**config.mk**
```make
export PLATFORM = sky130hd
export DESIGN_NAME = proc_rf_sequencer
export DESIGN_NICKNAME = d
export VERILOG_FILES = /design/src/rtl/proc_rf_sequencer_pkg.sv /design/src/rtl/proc_rf_sequencer_rf_wb_decode.sv /design/src/rtl/proc_rf_sequencer.sv
export SDC_FILE = /design/constraint.sdc
export NUM_CORES = 1
export LEC_CHECK = 0
export CAP_MARGIN = 20
export CORE_MARGIN = 1.5
export CORE_UTILIZATION = 40
export CTS_CLUSTER_SIZE = 24
export DETAILED_ROUTE_END_ITERATION = 12
export GPL_TIMING_DRIVEN = 0
export PLACE_DENSITY = 0.82
export SYNTH_ARGS = -nofsm -noshare
export SYNTH_HDL_FRONTEND = slang
export SYNTH_SLANG_ARGS = --single-unit
```
**constraint.sdc**
```tcl
create_clock -name CLK -period 3.5 [get_ports CLK]
set_input_delay 0.35 -clock CLK [delete_from_list [all_inputs] [get_ports CLK]]
set_output_delay 0.35 -clock CLK [all_outputs]
set_load 0.005 [all_outputs]
```
**src/rtl/proc_rf_sequencer_pkg.sv**
```systemverilog
// Shared types and constants for the register-file instruction-cycle sequencer.
package proc_rf_sequencer_pkg;

    localparam int unsigned DATA_WIDTH     = 32;
    localparam int unsigned REG_ADDR_WIDTH = 5;
    localparam int unsigned STATE_WIDTH    = 3;
    localparam int unsigned OPCODE_WIDTH   = 6;

    // Instruction field positions
    localparam int unsigned OPCODE_LSB = 26;
    localparam int unsigned RS_LSB     = 21;
    localparam int unsigned RT_LSB     = 16;
    localparam int unsigned RD_LSB     = 11;
    localparam int unsigned FUNCT_LSB  = 0;

    typedef enum logic [STATE_WIDTH-1:0] {
        ST_FETCH  = 3'd0,
        ST_DECODE = 3'd1,
        ST_EXE    = 3'd2,
        ST_MEM    = 3'd3,
        ST_WB     = 3'd4
    } state_e;

    typedef enum logic [1:0] {
        WB_SEL_ALU  = 2'd0,
        WB_SEL_MEM  = 2'd1,
        WB_SEL_LINK = 2'd2
    } wb_sel_e;

    // Write-back decode result
    typedef struct packed {
        logic                      en;
        wb_sel_e                   sel;
        logic [REG_ADDR_WIDTH-1:0] addr;
    } wb_dec_t;

    localparam logic [OPCODE_WIDTH-1:0] OP_RTYPE = 6'h00;
    localparam logic [OPCODE_WIDTH-1:0] OP_JAL   = 6'h03;
    localparam logic [OPCODE_WIDTH-1:0] OP_ADDI  = 6'h08;
    localparam logic [OPCODE_WIDTH-1:0] OP_SLTI  = 6'h0a;
    localparam logic [OPCODE_WIDTH-1:0] OP_ANDI  = 6'h0c;
    localparam logic [OPCODE_WIDTH-1:0] OP_ORI   = 6'h0d;
    localparam logic [OPCODE_WIDTH-1:0] OP_LUI   = 6'h0f;
    localparam logic [OPCODE_WIDTH-1:0] OP_MULI  = 6'h1d;
    localparam logic [OPCODE_WIDTH-1:0] OP_LW    = 6'h23;
    localparam logic [OPCODE_WIDTH-1:0] FN_JR    = 6'h08;

    localparam logic [REG_ADDR_WIDTH-1:0] LINK_REG = 5'd31;

endpackage

```
**src/rtl/proc_rf_sequencer_rf_wb_decode.sv**
```systemverilog
// Combinational write-back class decode: which register to write and from which source.
module rf_wb_decode
    import proc_rf_sequencer_pkg::*;
(
    input  logic [OPCODE_WIDTH-1:0]   opcode_i,
    input  logic [OPCODE_WIDTH-1:0]   funct_i,
    input  logic [REG_ADDR_WIDTH-1:0] rt_i,
    input  logic [REG_ADDR_WIDTH-1:0] rd_i,
    output wb_dec_t                   wb_dec_c_o
);

    logic                      en;
    wb_sel_e                   sel;
    logic [REG_ADDR_WIDTH-1:0] addr;

    // Classify the opcode; r0 destinations never produce a write strobe
    always_comb begin
        en   = 1'b0;
        sel  = WB_SEL_ALU;
        addr = '0;
        case (opcode_i)
            OP_RTYPE: begin
                if (funct_i != FN_JR) begin
                    en   = 1'b1;
                    addr = rd_i;
                end
            end
            OP_ADDI, OP_SLTI, OP_ANDI, OP_ORI, OP_LUI, OP_MULI: begin
                en   = 1'b1;
                addr = rt_i;
            end
            OP_LW: begin
                en   = 1'b1;
                sel  = WB_SEL_MEM;
                addr = rt_i;
            end
            OP_JAL: begin
                en   = 1'b1;
                sel  = WB_SEL_LINK;
                addr = LINK_REG;
            end
            default: begin
                en = 1'b0;
            end
        endcase
        wb_dec_c_o.en   = en && (addr != '0);
        wb_dec_c_o.sel  = sel;
        wb_dec_c_o.addr = addr;
    end

endmodule

```
**src/rtl/proc_rf_sequencer.sv**
```systemverilog
// Five-state FETCH/DECODE/EXE/MEM/WB sequencer driving the 32x32 register file ports.
module proc_rf_sequencer
    import proc_rf_sequencer_pkg::*;
(
    input  logic                      CLK,
    input  logic                      RST,
    input  logic                      HOLD,
    input  logic [DATA_WIDTH-1:0]     INSTR,
    input  logic [DATA_WIDTH-1:0]     ALU_RESULT,
    input  logic [DATA_WIDTH-1:0]     MEM_DATA,
    input  logic [DATA_WIDTH-1:0]     PC,
    output logic [STATE_WIDTH-1:0]    STATE,
    output logic [DATA_WIDTH-1:0]     INSTR_REG,
    output logic [REG_ADDR_WIDTH-1:0] ADDR_R1,
    output logic [REG_ADDR_WIDTH-1:0] ADDR_R2,
    output logic [REG_ADDR_WIDTH-1:0] ADDR_W,
    output logic [DATA_WIDTH-1:0]     DATA_W,
    output logic                      READ,
    output logic                      WRITE
);

    state_e                    state_q, state_d;
    logic [DATA_WIDTH-1:0]     instr_q, instr_d;
    logic [DATA_WIDTH-1:0]     link_q, link_d;
    logic [DATA_WIDTH-1:0]     alu_q, alu_d;
    logic [REG_ADDR_WIDTH-1:0] addr_r1_q, addr_r1_d;
    logic [REG_ADDR_WIDTH-1:0] addr_r2_q, addr_r2_d;
    logic [REG_ADDR_WIDTH-1:0] addr_w_q, addr_w_d;
    logic [DATA_WIDTH-1:0]     data_w_q, data_w_d;
    logic                      read_q, read_d;
    logic                      write_q, write_d;
    wb_dec_t                   wb_dec;

    // Write-back class of the latched instruction
    rf_wb_decode u_wb_decode (
        .opcode_i   (instr_q[OPCODE_LSB +: OPCODE_WIDTH]),
        .funct_i    (instr_q[FUNCT_LSB +: OPCODE_WIDTH]),
        .rt_i       (instr_q[RT_LSB +: REG_ADDR_WIDTH]),
        .rd_i       (instr_q[RD_LSB +: REG_ADDR_WIDTH]),
        .wb_dec_c_o (wb_dec)
    );

    // Next-state and next-output logic; HOLD freezes every register
    always_comb begin
        state_d   = state_q;
        instr_d   = instr_q;
        link_d    = link_q;
        alu_d     = alu_q;
        addr_r1_d = addr_r1_q;
        addr_r2_d = addr_r2_q;
        addr_w_d  = addr_w_q;
        data_w_d  = data_w_q;
        read_d    = read_q;
        write_d   = write_q;
        if (!HOLD) begin
            read_d  = 1'b0;
            write_d = 1'b0;
            case (state_q)
                ST_FETCH: begin
                    state_d   = ST_DECODE;
                    instr_d   = INSTR;
                    addr_r1_d = INSTR[RS_LSB +: REG_ADDR_WIDTH];
                    addr_r2_d = INSTR[RT_LSB +: REG_ADDR_WIDTH];
                    link_d    = PC + DATA_WIDTH'(1);
                    read_d    = 1'b1;
                end
                ST_DECODE: begin
                    state_d = ST_EXE;
                end
                ST_EXE: begin
                    state_d = ST_MEM;
                    alu_d   = ALU_RESULT;
                end
                ST_MEM: begin
                    // DATA_W itself is the memory-data latch for loads
                    state_d  = ST_WB;
                    addr_w_d = wb_dec.addr;
                    write_d  = wb_dec.en;
                    case (wb_dec.sel)
                        WB_SEL_MEM:  data_w_d = MEM_DATA;
                        WB_SEL_LINK: data_w_d = link_q;
                        default:     data_w_d = alu_q;
                    endcase
                end
                ST_WB: begin
                    state_d = ST_FETCH;
                end
                default: begin
                    state_d = ST_FETCH;
                end
            endcase
        end
    end

    // State, latch and output registers with asynchronous clear
    always_ff @(posedge CLK or negedge RST) begin
        if (!RST) begin
            state_q   <= ST_FETCH;
            instr_q   <= '0;
            link_q    <= '0;
            alu_q     <= '0;
            addr_r1_q <= '0;
            addr_r2_q <= '0;
            addr_w_q  <= '0;
            data_w_q  <= '0;
            read_q    <= 1'b0;
            write_q   <= 1'b0;
        end else begin
            state_q   <= state_d;
            instr_q   <= instr_d;
            link_q    <= link_d;
            alu_q     <= alu_d;
            addr_r1_q <= addr_r1_d;
            addr_r2_q <= addr_r2_d;
            addr_w_q  <= addr_w_d;
            data_w_q  <= data_w_d;
            read_q    <= read_d;
            write_q   <= write_d;
        end
    end

    assign STATE     = state_q;
    assign INSTR_REG = instr_q;
    assign ADDR_R1   = addr_r1_q;
    assign ADDR_R2   = addr_r2_q;
    assign ADDR_W    = addr_w_q;
    assign DATA_W    = data_w_q;
    assign READ      = read_q;
    assign WRITE     = write_q;

endmodule

```
After elaboration in Yosys (flattened, before gate mapping)
Index checks and enable logic that the tools add are counted.
{ "classes": {"mux": 9, "reduce_logical": 9, "eq_ne": 14, "bitwise": 1, "add_sub_neg": 1} }
{ "ops": {"columns": ["cell", "count"], "rows": [
  ["$pmux W32 S2", 1],
  ["$add A32 B1 Y32 const B", 1],
  ["$eq A6 B4 Y1 const B", 5],
  ["$pmux W5 S3", 1],
  ["$pmux W3 S4", 1],
  ["$reduce_or A8 Y1", 1],
  ["$reduce_or A7 Y1", 1],
  ["$eq A3 B2 Y1 const B", 2],
  ["$eq A6 B2 Y1 const B", 1],
  ["$eq A6 B5 Y1 const B", 1],
  ["$eq A6 B6 Y1 const B", 1],
  ["$logic_not A6 Y1", 1],
  ["$ne A6 B4 Y1 const B", 1],
  ["$reduce_and A2 Y1", 3],
  ["$mux W5", 1],
  ["$reduce_bool A5 Y1", 1],
  ["$pmux W2 S2", 1],
  ["$eq A3 B1 Y1 const B", 1],
  ["$logic_not A3 Y1", 1],
  ["$mux W1", 3],
  ["$eq A2 B1 Y1 const B", 1],
  ["$eq A2 B2 Y1 const B", 1],
  ["$pmux W1 S2", 1],
  ["$logic_and A1 B1 Y1", 1],
  ["$not A1 Y1", 1]
]} }
{ "word_totals": {"reg_bits": 148, "inputBits": 131, "elab_cells": 44} }

Longest topological paths before layout
{ "depth": {"depth_word": 6, "ltp_mapped": 11, "ltp_nobuf": 9} }

Modules after synthesis
Synthesis repeated with hierarchy kept, for this count alone.
{ "unflattened": {"hier_cells": 613, "area_unflattened_um2": 6511.2} }
{ "by_module_without_submodules": {"columns": ["module", "n_inst", "seq_area_each_um2", "area_per_inst_um2", "cells_per_inst"], "rows": [
  ["proc_rf_sequencer", 1, 3453.3, 6302.3, 584],
  ["rf_wb_decode", 1, 0.0, 209.0, 29]
]} }

Worst setup path after synthesis
OpenSTA, ideal clock, no wires.
{ "synth_timing": {"path_type": "register to register", "start": "register instr_q[28] (netlist: INSTR_REG[28])", "end": "register data_w_q[5] (netlist: DATA_W[5])", "path_buffers": 3, "stages_incl_launch_ff": 12, "setup_slack_ps": 1119, "required_time_ps": 3367, "arrival_ps": 2248, "path_cell_list": "dfrtp_1 -> nor3_1 -> and3_1 -> nor2b_1 -> clkbuf_1 -> inv_1 -> ha_1 -> clkbuf_1 -> buf_1 -> nand2_1 -> o21ai_0 -> o21ai_0"} }
{ "synth_via": {"elab_chain_cells": 4, "elab_cells_between_ends": 6, "classes_between": "4 x eq/ne; 2 x mux"} }
{ "synth_lines": {"columns": ["item", "line_no", "rtl"], "rows": [
  ["from (decl)", "proc_rf_sequencer.sv:23", "logic [DATA_WIDTH-1:0] instr_q, instr_d;"],
  ["from (signal assigned)", "proc_rf_sequencer.sv:110", "instr_q <= instr_d;"],
  ["$eq A6 B2 Y1 / $eq A6 B6 Y1 (equally long branches)", "proc_rf_sequencer_rf_wb_decode.sv:21", "case (opcode_i)"],
  ["$pmux W2 S2 *", "proc_rf_sequencer_rf_wb_decode.sv:21", null],
  ["$eq A2 B2 Y1 / $eq A2 B1 Y1 (equally long branches)", "proc_rf_sequencer.sv:79", "case (wb_dec.sel)"],
  ["$pmux W32 S2 *", "proc_rf_sequencer.sv:79", null],
  ["to (signal assigned)", "proc_rf_sequencer.sv:116", "data_w_q <= data_w_d;"],
  ["to (decl)", "proc_rf_sequencer.sv:29", "logic [DATA_WIDTH-1:0] data_w_q, data_w_d;"]
]} }
Mark *: on every way between the ends. The rest lies on a longest branch, timed or not.
A chain may end at the register's enable or synchronous reset.

Final worst setup path
{ "layout_timing": {"start": "register instr_q[28] (netlist: INSTR_REG[28])", "end": "register data_w_q[21] (netlist: DATA_W[21])"} }
Same word-level chain as after synthesis.

==> reports/results.ini <==
[outcome]
status = finished, final reports clean

[yosys]
synth_flop_cell = dfrtp_1
synth_top_area_cell = dfrtp_1
yosys-top-cells-area = dfrtp_1 (53%), nand2_1 (13%), o21ai_0 (7.6%)
synth_edf_count = 0
ys_seq_area_share_pct = 52.8
async_reset_ff_share_pct = 100
yosysTopAreaCellShare_pct = 52.8
synth_fp_nets = 831
synth_seq_cells = 138
synth_warnings = 0
syn_area_per_cell_sq_um = 9.40
ys_types = 40
synthCells = 696
synth_area_sq_um = 6540

[timing]
rsz0062_at_grt = false
min_period_over_period_pct = 90.3
finalSetupTns_ns = 0
setup_viol = 0
slew_headroom_pct = 47.3
hold_viol = 0
clock-skew-final_ns = 0.00744
period_needed_ns = 3.16
fmax_ghz = 0.316
slew_viol_final = 0
worstMarginPinSlew_ns = 0.784

[cts]
cts_buffers = 17
cts_root_buf = clkbuf_16
clk_pin_slew_ns = 0.06
htree_levels = 4
cts_sinks = 138
worstSkewPairLatency_ns = 0.42
cts_max_path_buffers = 2
cts_tree = yes

[critical_path]
required_ns = 3.78
path_cells = nor3_1 > and3_1 > nor2b_1 > clkbuf_1 > inv_1 > ha_1 > clkbuf_1 > buf_1 > nand2_1 > o21ai_0 > o21ai_0
worst-path-stages = 11
startpoint_type = flop
crit_type = flop to flop
end_kind = flop
worstPathMaxFanout = 10
max_stage_delay_ns = 0.48
worstPathArrival_ns = 3.44
cp.buffers_inverters = 4
ff2ff_path_depth = 11
critical-path-slowest-cell = dfrtp_1
path_delay_family = buffers and inverters

[job]
cap_violations = 0

[floorplanning]
dieArea_sq_um = 17100
num_rows = 46
core_area_sq_um = 15900
io_pins = 215
start_util_pct = 41.0
fp.dieH_um = 131
die_w_um = 131

[drt]
drt.antenna.violating_nets = 0
drtIter0Drc = 362
wl_per_cell_um = 17.1
vias = 5982
first_pass_iters = 4
drt_wl_total_um = 19900
drc = 0
viasPerCell = 5.16

[global_route]
first_global_vias = 5905
antenna_found_initial = 0
overflow = 0
grt_max_degree = 84
grt_pass1_wl_um = 30900
grt_usage_pct = 24.0

[placement]
dp_hpwl_um = 14900
dpl.cell_count = 1126
numPortBuffers = 213
finalWeightedCongestion = 0.870

[hold_path]
whs_path_depth = 3
min_path_type = input pin to flop

[pwr]
irDropWorstVdd_uv = 382
combPwrFrac_pct = 36.7
switching_share_pct = 32.4
switchingPower_uw = 2340
power_frac_clock_pct = 24.1
leakage_uw = 0.00402
p_per_area_nw_per_um2 = 757
pwr-share-seq_pct = 39.2
intPower_uw = 4890

[layout]
fin_nets = 1065
synthToLayoutAreaGrowth_pct = 46.1
seq_area_sq_um = 3450
num-fill-cells = 1398
multiInputGateArea_sq_um = 2830
n_antenna_cell = 0
drive_gt1_share_pct = 9.65
final_cells = 1159

[power by group through the flow]
stage	clock network, uW	registers [uW]	logic, uW
after global placement	0	2810	2600
after floorplan	0	2760	1230
final	1740	2840	2660
after CTS	1760	2830	2680
after global routing	1840	2930	2960
after detailed placement	0	2850	2680
[worst min-delay path: cells and delay by family]
| family | cells | cell delay (ns) |
|---|---|---|
| simple gates | 2 | 0.15 |
| buf+inv | 1 | 0.17 |
[routing by layer]
| layer | GRT usage [%] | wire length [um] | up-vias |
|---|---|---|---|
| li1 | - | - | 2846 |
| met1 | 31.9 | 8590 | 2863 |
| met2 | 38.1 | 9400 | 227 |
| met3 | 4.80 | 1190 | 46 |
| met4 | 11.1 | 683 | 0 |
| met5 | 0 | 0 | - |
[synthesized netlist by cell type (all sizes together), types with 7 or more instances]
library cell / instances
xnor2: 7
buf: 20
xor2: 20
o21ai: 99
nand4: 9
clkbuf: 31
dfrtp: 138
nand3: 19
mux2: 32
nor3: 7
nand2: 218
nor2: 15
a22oi: 32
[per-stage QoR]
step	utilization, %	total power, uW	setup WS [ns]	cell area (sq um)	hold WS [ns]
floorplan	-	3990	1.12	6540	0.0544
global placement	56.1	5410	-3.43	8940	0.459
detailed placement	56.3	5520	0.385	8970	0.341
CTS	60.0	7280	0.353	9560	0.287
global route	60.0	7730	0.0870	9560	0.319
finish	60.0	7240	0.338	9560	0.296
[path summary, 6_finish.rpt]
path	start	end	slack (ns)
max reg2reg	INSTR_REG[28]	DATA_W[21]	0.34
max in group asynchronous	RST	DATA_W[23]	2.26
min in group asynchronous	RST	INSTR_REG[25]	0.45
min	HOLD	READ	0.30
min reg2reg	INSTR_REG[9]	INSTR_REG[9]	0.47
max	INSTR_REG[28]	DATA_W[21]	0.34
[timing repair]
action,in CTS,in global routing
hold buffers,1,0
setup endpoints to repair,0,0
hold endpoints to repair,55,0
resized for setup,0,0
setup buffers,0,0
[kinds of logic after synthesis]
| family | after synthesis | synth area share [%] |
|---|---|---|
| simple gates | 292 | 20.3 |
| compound gates | 148 | 13.1 |
| flops | 138 | 52.8 |
| buf+inv | 55 | 4.00 |
| mux | 32 | 5.51 |
| xor+xnor | 27 | 3.61 |
| fa+ha+maj | 4 | 0.765 |
[cell type report]
class / instances / share of cell area [%]
tap: 216 / 2.83
buffer: 51 / 2.58
inverter: 4 / 0.157
sequential: 138 / 36.1
multi-input combinational: 503 / 29.6
clock buffer: 25 / 5.39
clock inverter: 7 / 0.654
timing repair buffer: 215 / 22.7
[placed cells by master, fill, tap and decap left out, drive strengths merged]
| cell | n |
|---|---|
| or4 | 2 |
| a221oi | 6 |
| clkdlybuf4s50 | 212 |
| o21ai | 99 |
| nand3 | 19 |
| clkbuf | 56 |
| a22oi | 32 |
| nand4 | 9 |
| xor2 | 20 |
| a21o | 1 |
| nor4b | 1 |
| nand2b | 1 |
| clkinvlp | 1 |
| dlygate4sd3 | 1 |
| nor4 | 4 |
| a21oi | 6 |
| nor3 | 7 |
| bufinv | 1 |
| o211ai | 3 |
| and2 | 2 |
| ha | 4 |
| dfrtp | 138 |
| or3 | 1 |
| nor2b | 3 |
| clkinv | 5 |
| and4 | 2 |
| nand2 | 218 |
| inv | 4 |
| o31ai | 1 |
| buf | 22 |
| and3 | 6 |
| xnor2 | 7 |
| mux2 | 32 |
| and3b | 1 |
| nor4bb | 1 |
| nor2 | 15 |
[flip-flops by register name, summed over array words and instances (netlist names)]
signal     cells
DATA_W        32
INSTR_REG     32
alu_q         32
link_q        32
ADDR_W         5
STATE          3
READ           1
WRITE          1
No activity file was read; power rests on OpenSTA's default activity.
